--- src/rtl/param_counter.sv ---
// param_counter: prescaled up/down counter with modulus, clear, load, wrap/saturate and tc pulse.
// Compare-match flag cmp_hit is compiled in only when PARAM_COUNTER_CMP_EN is defined.
module param_counter #(
    parameter int unsigned WIDTH    = 4,
    parameter int unsigned MAX      = 2**WIDTH - 1,
    parameter int unsigned PRESCALE = 1
) (
    input  logic             clk,
    input  logic             rst_n,
    input  logic             en,
    input  logic             clr,
    input  logic             load,
    input  logic [WIDTH-1:0] load_val,
    input  logic             up,
    input  logic             sat,
    input  logic [WIDTH-1:0] cmp_val,
    output logic [WIDTH-1:0] count,
    output logic             tc,
    output logic             cmp_hit
);

    localparam int unsigned      PW       = (PRESCALE > 1) ? $clog2(PRESCALE) : 1;
    localparam logic [WIDTH-1:0] MAX_V    = WIDTH'(MAX);
    localparam logic [WIDTH:0]   MAX_X    = (WIDTH+1)'(MAX);
    localparam logic [PW-1:0]    PRE_LAST = PW'(PRESCALE - 1);

    logic [PW-1:0]    pre;
    logic [PW-1:0]    pre_nxt;
    logic [WIDTH-1:0] count_nxt;
    logic             tc_nxt;
    logic             step;

    assign step = en && (pre == PRE_LAST);

    always_comb begin
        count_nxt = count;
        pre_nxt   = pre;
        tc_nxt    = 1'b0;
        if (clr) begin
            count_nxt = '0;
            pre_nxt   = '0;
        end else if (load) begin
            // widened compare keeps the clamp well-formed when MAX is all ones
            count_nxt = ({1'b0, load_val} > MAX_X) ? MAX_V : load_val;
            pre_nxt   = '0;
        end else if (step) begin
            pre_nxt = '0;
            if (up) begin
                if (count == MAX_V) begin
                    if (!sat) begin
                        count_nxt = '0;
                        tc_nxt    = 1'b1;
                    end
                end else begin
                    count_nxt = count + WIDTH'(1);
                    tc_nxt    = sat && (count_nxt == MAX_V);
                end
            end else begin
                if (count == '0) begin
                    if (!sat) begin
                        count_nxt = MAX_V;
                        tc_nxt    = 1'b1;
                    end
                end else begin
                    count_nxt = count - WIDTH'(1);
                    tc_nxt    = sat && (count_nxt == '0);
                end
            end
        end else if (en) begin
            pre_nxt = pre + PW'(1);
        end
    end

    always_ff @(posedge clk or negedge rst_n) begin
        if (!rst_n) begin
            count <= '0;
            tc    <= 1'b0;
            pre   <= '0;
        end else begin
            count <= count_nxt;
            tc    <= tc_nxt;
            pre   <= pre_nxt;
        end
    end

`ifdef PARAM_COUNTER_CMP_EN
    // compared against the next count so the flag lines up with count
    always_ff @(posedge clk or negedge rst_n) begin
        if (!rst_n) begin
            cmp_hit <= 1'b0;
        end else begin
            cmp_hit <= (count_nxt == cmp_val);
        end
    end
`else
    logic [WIDTH-1:0] cmp_val_unused;
    assign cmp_val_unused = cmp_val;
    assign cmp_hit        = 1'b0;
`endif

endmodule

--- config.mk ---
export PLATFORM = sky130hd
export DESIGN_NAME = param_counter
export DESIGN_NICKNAME = d
export VERILOG_FILES = /design/src/rtl/param_counter.sv
export SDC_FILE = /design/constraint.sdc
export NUM_CORES = 1
export LEC_CHECK = 0
export BUFFER_PORTS_ARGS = -buffer_cell sky130_fd_sc_hd__buf_2
export CORE_UTILIZATION = 48
export DETAILED_ROUTE_END_ITERATION = 8
export GPL_TIMING_DRIVEN = 0
export PLACE_DENSITY = 0.82
export SLEW_MARGIN = 30
export SYNTH_ARGS = -nofsm -noshare
export SYNTH_HDL_FRONTEND = slang
export SYNTH_SLANG_ARGS = --single-unit
--- constraint.sdc ---
create_clock -name clk -period 3.14 [get_ports clk]
set_clock_uncertainty 0.1 [all_clocks]
set_input_delay 0.314 -clock clk [delete_from_list [all_inputs] [get_ports clk]]
set_output_delay 0.314 -clock clk [all_outputs]
set_load 0.02 [all_outputs]
==> results_dict.tcl, run 1 <==
set metrics [dict create \
    pre_cts_ws_ns 0.608 \
    num_antenna_cells 0 \
    grt_max_degree 11 \
    ant_nets 0 \
    wl_per_cell_um 13.8 \
    die_x_um 38.1 \
    async_reset_ff_frac 1.00 \
    grt_remaining_overflow 0 \
    dpl.hpwl_um 1130 \
    min_period_over_period 0.808 \
    crit_end "count[0]" \
    netlist_instances 74 \
    cts_tree "built" \
    multi_input_area_um2 428 \
    core_area_mm2 0.00116 \
    grt_setup_unrepaired "no" \
    reg2reg_depth 7 \
    final.setup.tns_ns 0 \
    drc_errors 0 \
    clock_latency_ns 0.24 \
    drv_slew 0 \
    cts_sinks 6 \
    endpoint_kind "flop" \
    cp.required_ns 3.16 \
    met1_length_um 624 \
    status "completed" \
    syn_area_um2 624 \
    slowest_delay_ns 0.49 \
    viasPerCell 6.13 \
    die_h_um 38.1 \
    vias 650 \
    post_cts_resized 0 \
    synthFlopType "dfrtp_1" \
    clk_pin_slew_worst_paths_ns 0.04 \
    synth.area.top_cells "dfrtp_1 (24%), ha_1 (8.0%), a21oi_1 (4.8%), mux2_4 (4.8%), nor2b_1 (4.0%)" \
    yosys-top-cells-count "a21oi_1 (6), dfrtp_1 (6), clkbuf_1 (5)" \
    wl_met2_um 754 \
    ys_seq_area_frac 0.240 \
    start_util 0.540 \
    fmaxAchievable_ghz 0.394 \
    syn_to_final_growth_pct 19.2 \
    setup_ws_ns 0.603 \
    synth_edf_count 0 \
    syn_avg_cell_area_um2 8.44 \
    crit_chain "clkbuf_1 -> inv_1 -> ha_1 -> or4b_1 -> a21boi_2 -> o21a_4 -> mux2_4" \
    timing.hold.ws_ns 0.145 \
    fill_cells 101 \
    htree_levels 1 \
    hold_viol_final 0 \
    placed_cell_area_um2 712 \
    setup_viol 0 \
    regToRegSetupSlack_ns 0.60 \
    total_power_mw 0.270 \
    min_path_type "primary input to flop" \
    die_area_mm2 0.00145 \
    crit_type "flop to flop" \
    num_rows 12 \
    final_area_um2 744 \
    wl_met3_um 89 \
    routed_wl_um 1470 \
    cp_num_buf_inv 2 \
    drt-pass1-iter-count 4 \
    postCtsSetupBuffers 0 \
    ctsHoldBuffers 1 \
    vdd_ir_drop_max_v 0.000352 \
    synth_seq_cells 6 \
    synth_top_area_frac 0.240 \
    cap_violations 0 \
    cp-start-kind "flop" \
    r2r-start "count[0]" \
    antenna_found_initial 0 \
    routed.top_layer "met3" \
    cp_max_fo 8 \
    period_minus_slack_ns 2.54 \
    layout-drive-gt1-share 0.250 \
    cts_buffers 3 \
    grt_pass1_wl_um 2310 \
    clk_path_buf_depth 2 \
    power_density_mw_per_mm2 362 \
    first_iter_violations 6 \
    synth_area_leader_cell "dfrtp_1" \
    leakage_nw 0.351 \
    slowest_stage "or4b_1" \
    fin_nets 113 \
    crit_family "simple AND/OR/NAND/NOR gates" \
    reg2reg_to "count[0]" \
    grtUsageTotal 0.231 \
    ff_latch_area_um2 150 \
    cp.arrival_ns 2.56 \
    synth_warnings 0 \
    synth_fp_nets 93 \
    place_congestion 0.783 \
    port_buffers 14 \
    cp-startpoint "count[0]" \
    num_io_pins 21 \
    clockRootBuffer "clkbuf_4" \
    first_global_vias 541 \
    yosys.cell_types.count 38 \
    cp_num_cells 7 \
]
==> layout make-up <==
cell class                      instances  share of cell area
Multi-Input combinational cell         57               0.575
Sequential cell                         6               0.202
Timing Repair Buffer                   15               0.108
Buffer                                  7              0.0420
Clock buffer                            3              0.0303
Tap cell                               14              0.0235
Inverter                                4              0.0202
==> cells by family after synthesis <==
| kind of cell | count (synthesis) | synth area share |
|---|---|---|
| flops | 6 | 0.240 |
| buf+inv | 11 | 0.0741 |
| compound gates | 23 | 0.293 |
| fa+ha+maj | 4 | 0.0802 |
| simple gates | 25 | 0.226 |
| other cells | 1 | 0.00601 |
| mux | 4 | 0.0802 |
==> worst min-delay path by stage <==
stage	startpoint	to	slack (ns)	cells after the start
after global routing	en	pre	0.14	2
after global placement	rst_n	pre	0.04	1
after CTS	en	pre	0.14	2
after detailed placement	rst_n	count[2]	0.04	1
after floorplan	rst_n	count[0]	-0.08	0
final	en	pre	0.15	2
==> worst register-to-register path: stages, from the launching register on <==
cell	delay [ns]
dfrtp_1	0.40
clkbuf_1	0.20
inv_1	0.17
ha_1	0.32
or4b_1	0.49
a21boi_2	0.25
o21a_4	0.20
mux2_4	0.30
==> layer usage <==
| layer | vias up | track usage |
|---|---|---|
| met3 | 0 | 0.0523 |
| met1 | 313 | 0.264 |
| met5 | - | 0 |
| met4 | 0 | 0.0536 |
| li1 | 313 | - |
| met2 | 24 | 0.428 |
==> flip-flops by register name, summed over array words and instances (netlist names) <==
register	flops
pre	1
tc	1
count	4
==> metrics by stage <==
step,utilization,std cells
3_3_place_gp,0.616,102
6_report,0.644,106
2_1_floorplan,-,74
4_1_cts,0.644,106
3_5_place_dp,0.616,102
5_1_grt,0.644,106
==> power breakdown <==
part           leakage [nW]  internal (mW)  total (mW)  switching, mW
Clock                0.0138         0.0430      0.0678         0.0248
Sequential           0.0793         0.0834      0.0882        0.00482
Combinational         0.258         0.0470       0.113         0.0665
Total                 0.351          0.173       0.270         0.0961
==> cell usage in the layout (no fill, tap or decap), drive strengths merged, types with 2 or more instances in the layout <==
master / instances
nand4: 2
clkbuf: 8
nand3: 3
nor2b: 4
ha: 4
inv: 4
nand2: 4
mux2i: 2
nor3: 2
nor2: 4
a221oi: 2
buf: 16
dfrtp: 6
a21oi: 6
mux2: 2
Note: power is estimated with default switching activity, not from simulation.
==> run 2: changes to the inputs <==
--- a/config.mk
+++ b/config.mk
@@ -5,11 +5,12 @@
 export SDC_FILE = /design/constraint.sdc
 export NUM_CORES = 1
 export LEC_CHECK = 0
+export ABC_AREA = 1
 export BUFFER_PORTS_ARGS = -buffer_cell sky130_fd_sc_hd__buf_2
-export CORE_UTILIZATION = 48
+export CORE_UTILIZATION = 44
 export DETAILED_ROUTE_END_ITERATION = 8
 export GPL_TIMING_DRIVEN = 0
-export PLACE_DENSITY = 0.82
+export PLACE_DENSITY = 0.78
 export SLEW_MARGIN = 30
 export SYNTH_ARGS = -nofsm -noshare
 export SYNTH_HDL_FRONTEND = slang
==> constraint.sdc (replaced) <==
create_clock -name clk -period 2.2 [get_ports clk]
set_clock_uncertainty 0.1 [all_clocks]
set_input_delay 0.22 -clock clk [delete_from_list [all_inputs] [get_ports clk]]
set_output_delay 0.22 -clock clk [all_outputs]
set_load 0.02 [all_outputs]
==> run 2 against run 1 <==
Global-route usage shrank 4.0 points; fmax grew 58%; utilization shrank 5.7 points; largest cell class unchanged; largest power group unchanged; highest routed layer is now met4.
==> results_dict.tcl, run 2 <==
set metrics [dict create \
    status "completed" \
    final.setup.tns_ns 0 \
    swShare 0.396 \
    layout-drive-gt1-share 0.348 \
    crit_type "flop to flop" \
    clk_path_buf_depth 2 \
    grt_pass1_wl_um 2030 \
    reg2reg_depth 10 \
    min_period_over_period 0.730 \
    synth_area_leader_cell "dfrtp_1" \
    switchingPower_mw 0.163 \
    cts_tree "built" \
    synth_seq_cells 6 \
    setup_ws_ns 0.593 \
    yosysMostFrequentCell "nand2_1" \
    port_buffers 15 \
    num_antenna_cells 0 \
    timing.hold.ws_ns 0.141 \
    cts_sinks 6 \
    drc_errors 0 \
    syn_area_um2 666 \
    syn_to_final_growth_pct 19.0 \
    clockRootBuffer "clkbuf_4" \
    first_global_vias 487 \
    num_io_pins 21 \
    synth_warnings 0 \
    clk_pin_slew_worst_paths_ns 0.05 \
    async_reset_ff_frac 1.00 \
    hp-start "en" \
    htree_levels 1 \
    vdd_ir_drop_max_v 0.000336 \
    top_register "count" \
    core_area_mm2 0.00135 \
    die_x_um 40.9 \
    period_minus_slack_ns 1.61 \
    synth_edf_count 0 \
    crit_chain "inv_1 -> ha_1 -> nand2_4 -> o21ai_2 -> inv_1 -> nand2_1 -> nand2_1 -> nand2_1 -> nand2_1 -> nand2_1" \
    largest_registers "count (4), pre (1), tc (1)" \
    place_congestion 0.833 \
    cp.required_ns 2.25 \
    hold_path_depth 4 \
    netlist_instances 96 \
    die_area_mm2 0.00167 \
    ys_seq_area_frac 0.226 \
    fmaxAchievable_ghz 0.622 \
    synth_top_area_frac 0.226 \
    clock_latency_ns 0.26 \
    vias 659 \
    wl_per_cell_um 10.7 \
    cp.arrival_ns 1.65 \
    power_frac_seq 0.320 \
    fin_nets 136 \
    final_common_cell "nand2_1" \
    grt_remaining_overflow 0 \
    pre_cts_ws_ns 0.585 \
    synthFlopType "dfrtp_1" \
    slowest_stage "dfrtp_1" \
    routed_wl_um 1390 \
    cp-startpoint "count[0]" \
    power.share.clock 0.257 \
    min_path_type "primary input to flop" \
    r2r-start "count[0]" \
    die_h_um 40.9 \
    yosys.cell_types.count 26 \
    cap_violations 0 \
    p_int_mw 0.248 \
    path_common_cell "nand2_1" \
    cts_buffers 3 \
    slowest_delay_ns 0.46 \
    post_cts_resized 0 \
    num_rows 13 \
    grt_max_degree 9 \
    power_density_mw_per_mm2 519 \
    setup_viol 0 \
    drv_slew 0 \
    largest_reg_flops 4 \
    leakage_nw 0.433 \
    post-route-util 0.587 \
    grt_setup_unrepaired "no" \
    dpl.hpwl_um 1140 \
    yosys-top-cells-count "nand2_1 (30), nor2_1 (8), inv_1 (7)" \
    mostFrequentLayoutCells "nand2_1 (30), buf_2 (15), nor2_1 (8)" \
    viasPerCell 5.07 \
    hold_viol_final 0 \
    comb_power_share 0.423 \
    total_power_mw 0.411 \
    antenna_found_initial 0 \
    cp_max_fo 7 \
    cp-start-kind "flop" \
    endpoint_kind "flop" \
    first_iter_violations 7 \
    synth.area.top_cells "dfrtp_1 (23%), nand2_1 (17%), ha_1 (7.5%), nor2_1 (4.5%), inv_1 (3.9%)" \
    syn_avg_cell_area_um2 6.93 \
    drt-pass1-iter-count 4 \
    synth_fp_nets 115 \
    start_util 0.493 \
    grtUsageTotal 0.192 \
    ant_nets 0 \
]
run 2: timing repair:
| action | in CTS | in global routing |
|---|---|---|
| hold buffers | 1 | 0 |
| buffers inserted | 0 | 0 |
| endpoints found under the hold margin | 6 | 0 |
run 2: cells by family (layout without fill, tap and decap cells):
group | after synthesis | count (layout) | share of synthesized area
AO/OA/AOI/OAI | 9 | 9 | 0.0921
XOR/XNOR | 2 | 2 | 0.0263
adder cells (fa/ha/maj) | 4 | 4 | 0.0752
buffers and inverters | 14 | 33 | 0.109
flip-flops | 6 | 6 | 0.226
other | 1 | 1 | 0.00563
AND/OR/NAND/NOR | 60 | 60 | 0.466
run 2: area by class of cell:
cell class	instances	area, µm²
buffer	3	26.3
sequential	6	150
fill	146	558
tap	15	18.8
multi-input combinational	76	443
clock buffer	3	22.5
timing repair buffer	16	85.1
inverter	11	46.3
run 2: final timing paths:
| path | end | slack, ns |
|---|---|---|
| worst max-delay path | count[3] | 0.59 |
| min in group asynchronous | count[1] | 0.23 |
| worst min-delay path | pre | 0.14 |
| worst max register to register | count[3] | 0.59 |
| worst min register to register | pre | 0.48 |
| max in group asynchronous | tc | 1.62 |
run 2: power groups by stage:
stage	clock network, mW	registers (mW)	logic [mW]
6_report	0.106	0.131	0.174
5_1_grt	0.112	0.133	0.194
4_1_cts	0.108	0.131	0.175
3_5_place_dp	0	0.133	0.173
3_3_place_gp	0	0.133	0.169
2_1_floorplan	0	0.142	0.119
run 2: critical path, delay by kind of cell (launching register included):
| family | cells | cell delay [ns] |
|---|---|---|
| compound gates | 1 | 0.06 |
| simple gates | 6 | 0.41 |
| buf+inv | 2 | 0.22 |
| flops | 1 | 0.46 |
| fa+ha+maj | 1 | 0.27 |
run 2: stage by stage:
stage	instance area, µm²	instances
after floorplan	666	96
after global placement	759	126
after detailed placement	759	126
after CTS	792	130
after global routing	792	130
final	792	130
run 2: metal layers:
| metal | share of wire | GRT usage | up-vias |
|---|---|---|---|
| met3 | 0.055 | 0.0978 | 5 |
| met1 | 0.46 | 0.237 | 293 |
| met5 | 0 | 0 | - |
| li1 | - | - | 345 |
| met4 | 0.0072 | 0.0500 | 0 |
| met2 | 0.47 | 0.289 | 16 |
